<file path="src/rtl/synapse_dispatch_pkg.sv">
// -----------------------------------------------------------------------------
// synapse_dispatch_pkg
//   Shared definitions for the spike dispatch path: the dispatcher state
//   encoding and the default network dimensions that fire_fifo and
//   synapse_dispatch are both built with.
// -----------------------------------------------------------------------------
package synapse_dispatch_pkg;

    localparam int NUMNEURONS_DEF = 2;
    localparam int TAGBITS_DEF    = 1;
    localparam int WEIGHTBITS_DEF = 8;

    typedef enum logic [2:0] {
        IDLE = 3'd0,
        POP  = 3'd1,
        READ = 3'd2,
        DATA = 3'd3,
        EMIT = 3'd4,
        DONE = 3'd5
    } state_t;

endpackage

</file>
<file path="src/rtl/synapse_dispatch.sv">
// -----------------------------------------------------------------------------
// synapse_dispatch
//   Drains the fire FIFO at the start of a time step and, for each fired
//   neuron, walks its fan-out row in the synapse weight memory. Every non-zero
//   weight becomes one (post tag, weight) update request to the accumulator.
//
// Ports
//   clk, reset   : clock, synchronous active-high reset
//   step_start   : begin dispatch (only honoured in IDLE)
//   step_done    : one-cycle pulse once the FIFO is drained and all updates
//                  have been accepted
//   fifo_empty   : fire FIFO empty flag
//   fifo_tag     : FIFO head tag
//   fifo_deq     : dequeue strobe, one cycle per tag
//   syn_en       : synapse memory read enable
//   syn_addr     : synapse memory address {pre_tag, post_idx}
//   syn_rdata    : synapse weight, valid the cycle after syn_en
//   upd_valid    : update request valid
//   upd_ready    : accumulator accepts the request
//   upd_tag      : post-synaptic target tag
//   upd_weight   : weight to accumulate
// -----------------------------------------------------------------------------
module synapse_dispatch
    import synapse_dispatch_pkg::*;
#(
    parameter int NUMNEURONS = NUMNEURONS_DEF,
    parameter int TAGBITS    = TAGBITS_DEF,
    parameter int WEIGHTBITS = WEIGHTBITS_DEF
) (
    input  logic                  clk,
    input  logic                  reset,
    input  logic                  step_start,
    output logic                  step_done,
    input  logic                  fifo_empty,
    input  logic [TAGBITS-1:0]    fifo_tag,
    output logic                  fifo_deq,
    output logic                  syn_en,
    output logic [2*TAGBITS-1:0]  syn_addr,
    input  logic [WEIGHTBITS-1:0] syn_rdata,
    output logic                  upd_valid,
    input  logic                  upd_ready,
    output logic [TAGBITS-1:0]    upd_tag,
    output logic [WEIGHTBITS-1:0] upd_weight
);

    state_t                state;
    state_t                state_next;
    logic [TAGBITS-1:0]    pre;
    logic [TAGBITS-1:0]    post;
    logic [TAGBITS-1:0]    tag_hold;
    logic [WEIGHTBITS-1:0] weight_hold;
    logic                  last_post;
    logic                  weight_nz;

    // Exact compare so a non-power-of-two row length never reads past the
    // last neuron of the row.
    assign last_post = (post == TAGBITS'(NUMNEURONS - 1));
    assign weight_nz = (syn_rdata != '0);

    // State register
    always_ff @(posedge clk) begin
        if (reset) begin
            state <= IDLE;
        end else begin
            state <= state_next;
        end
    end

    // Next-state logic
    always_comb begin
        state_next = state;
        case (state)
            IDLE: if (step_start) state_next = POP;
            POP:  state_next = fifo_empty ? DONE : READ;
            READ: state_next = DATA;
            DATA: begin
                if (weight_nz) begin
                    state_next = EMIT;
                end else begin
                    state_next = last_post ? POP : READ;
                end
            end
            EMIT: if (upd_ready) state_next = last_post ? POP : READ;
            DONE: state_next = IDLE;
            default: state_next = IDLE;
        endcase
    end

    // Row walk and update holding registers. post only advances on the
    // ADVANCE path (zero weight in DATA, or accepted update in EMIT), so the
    // address and the held update stay put while the accumulator stalls.
    always_ff @(posedge clk) begin
        if (reset) begin
            pre         <= '0;
            post        <= '0;
            tag_hold    <= '0;
            weight_hold <= '0;
        end else begin
            case (state)
                POP: begin
                    if (!fifo_empty) begin
                        pre  <= fifo_tag;
                        post <= '0;
                    end
                end
                DATA: begin
                    if (weight_nz) begin
                        tag_hold    <= post;
                        weight_hold <= syn_rdata;
                    end else if (!last_post) begin
                        post <= post + TAGBITS'(1);
                    end
                end
                EMIT: begin
                    if (upd_ready && !last_post) begin
                        post <= post + TAGBITS'(1);
                    end
                end
                default: ;
            endcase
        end
    end

    // Output decode
    always_comb begin
        fifo_deq  = (state == POP) && !fifo_empty;
        syn_en    = (state == READ);
        upd_valid = (state == EMIT);
        step_done = (state == DONE);
    end

    assign syn_addr   = {pre, post};
    assign upd_tag    = tag_hold;
    assign upd_weight = weight_hold;

endmodule

</file>
<file path="config.mk">
export PLATFORM = sky130hd
export DESIGN_NAME = synapse_dispatch
export DESIGN_NICKNAME = d
export VERILOG_FILES = /design/src/rtl/synapse_dispatch_pkg.sv /design/src/rtl/synapse_dispatch.sv
export SDC_FILE = /design/constraint.sdc
export NUM_CORES = 1
export LEC_CHECK = 0
export ABC_AREA = 0
export CAP_MARGIN = 20
export CORE_MARGIN = 10
export CORE_UTILIZATION = 40
export CTS_BUF_LIST = sky130_fd_sc_hd__clkbuf_4
export CTS_CLUSTER_DIAMETER = 80
export CTS_CLUSTER_SIZE = 40
export DETAILED_ROUTE_END_ITERATION = 12
export PLACE_DENSITY = 0.77
export SLEW_MARGIN = 10
export SYNTH_ARGS = -nofsm -noshare
export SYNTH_HDL_FRONTEND = slang
export SYNTH_SLANG_ARGS = --single-unit
</file>
<file path="constraint.sdc">
create_clock -name clk -period 2.1 [get_ports clk]
set_input_delay 0.42 -clock clk [delete_from_list [all_inputs] [get_ports clk]]
set_output_delay 0.42 -clock clk [all_outputs]
set_load 0.01 [all_outputs]
</file>
==> metrics.cfg <==
[finish]
drive_above_1_share_pct=17.0
diodes=0
nets=121
layout.area.seq_um2=284
final_cell_area_um2=1020
multiInputGateArea_um2=345
fill_cells=125
syn_to_final_growth_pct=54.5

[worst_setup_path]
worstPathMaxFanout=7
crit_path_max_incr_delay_ns=0.59
rr_worst_depth=5
arrival_ns=1.57
critPathKind=register to output port
endpoint_kind=output port
cp-start-kind=register
slowest_stage=clkdlybuf4s50_1
crit_chain=nor3b_4, clkdlybuf4s50_1
cp_data_required_time_ns=1.68

[clock_tree]
numCtsBuffers=3
clk_pin_slew_worst_paths_ns=0.09
hold_buffers=0
clock_sinks=14
post-cts-setup-buffers=0
cts_resized=3
htreeDepth=1
root_buffer=clkbuf_4
clock_latency_ns=0.27
cts_tree=yes
clock_path_buffers=2

[outcome]
outcome=finished, final reports clean

[placed_design]
place_congestion=0.800
hpwlAfterDp_mm=1.33
port_buffers=28
dpl-instance-area_um2=978

[yosys]
syn-instance-count=73
syn_nets=87
synth.yosys.seq_area_share_pct=42.5
synthTopCellsByCount=nor2_1, dfxtp_1, mux2i_1
synth_area_per_cell_um2=9.03
synth_area_um2=659
synth_seq_cells=14
synth_top_area_share_pct=42.5
synth_area_leader_cell=dfxtp_1
async_flop_share_pct=0
synthFlopType=dfxtp_1
synth_area_leaders=dfxtp_1, mux2i_1, nor2_1
synth_edf_count=0
ys.warnings.count=0
synthDistinctLibCells=23
synth_most_common_cell=nor2_1

[floorplan]
std_cell_rows=14
start_util_pct=42.8
die_h_um=60.6
coreArea_um2=1540
ios=29
die_x_um=60.6
die_area_um2=3670

[detailed_routing]
via_per_inst=5.09
wl_mm=1.64
wl_per_cell_um=13.5
num_vias=621
antenna_left=0
drtIter0Drc=10
drt_first_pass_iters=4
drc_errors=0

[timing]
hold_violations=0
rsz0062_at_grt=no
max_freq_ghz=0.503
drv_slew=0
min_period_ns=1.99
fin_hold_ws_ns=0.500
worstMarginPinSlew_ns=0.431
tns_ns=0
final.setup_skew_ns=0.00912
fin_crit_sh_pct=94.7
relSlewSlack_pct=71.3
setup_viol_count_final=0

[hold_path]
hold_class=register to register
hold_depth=2

[global_route]
grt_pass1_vias=648
grt_max_degree=13
grt.total_usage_pct=9.55
antenna_found_initial=0
grt-ovfl-total=0
grt_pass1_wl_mm=2.80

[power_and_ir_drop]
power_w=0.000584
ir_drop_mv=0.387
p_per_area_nw_per_um2=573
p_leak_nw=0.368

[job]
maxCapViolations=0

==> path summary, 6_finish.rpt <==
path,startpoint,to,slack (ns)
min,pre,pre,0.50
max,state[2],upd_valid,0.11
min reg2reg,pre,pre,0.50
max reg2reg,state[0],upd_weight[2],0.53
==> where the power goes <==
part,switching [W],internal [W],leakage [nW]
clock network,0.0000825,0.0000688,0.0154
logic,0.0000509,0.0000776,0.238
registers,0.0000239,0.000280,0.115
total,0.000157,0.000427,0.368
==> registers in the layout (all words and copies together) (netlist names) <==
signal,flops
state,3
upd_weight,8
upd_tag,1
last_post,1
pre,1
==> metal layers <==
layer  up-vias  GRT usage, %  routed length [um]
met3         0          6.26                 194
met2        25          14.3                 690
met4         0          3.13                   0
met5         -             0                   0
met1       274          10.8                 757
li1        322             -                   -
==> critical path: cells and delay by family (launching register included) <==
family	cells	cell delay, ns
AND/OR/NAND/NOR	1	0.29
flip-flops	1	0.41
buffers and inverters	1	0.59
==> cell type report <==
| cell class | count | area share, % |
|---|---|---|
| multi-input cells | 50 | 33.9 |
| repair buffers | 35 | 32.6 |
| flip-flops and latches | 14 | 27.9 |
| clock buffers | 3 | 2.21 |
| well taps | 16 | 1.97 |
| inverters | 3 | 1.11 |
| clock inverters | 1 | 0.369 |
==> layout by cell type, fill, tap and decap left out, types with 3 or more instances in the layout <==
master	synthesis	final
clkdlybuf4s50_1	0	27
nor2_1	15	15
dfxtp_1	14	11
mux2i_1	10	10
buf_4	2	7
a21oi_1	4	4
clkbuf_4	0	3
dfxtp_2	0	3
==> kinds of logic (layout without fill, tap and decap cells) <==
kind of cell           after synthesis  after routing  share of synthesized area [%]
AOI/OAI and AO/OA                   10             10                           9.87
buffers and inverters                9             42                           6.83
DFF                                 14             14                           42.5
muxes                               10             10                           15.2
and+or+nand+nor                     30             30                           25.6
==> through the flow <==
stage / std cells / utilization (%) / worst slack [ns]
detailed placement: 118 / 63.5 / -0.0597
global placement: 118 / 63.5 / -0.0117
floorplan: 73 / - / 0.608
CTS: 122 / 65.6 / 0.0270
finish: 122 / 66.1 / 0.111
global route: 122 / 66.1 / 0.0163
Power figures use the tool's default switching activity.
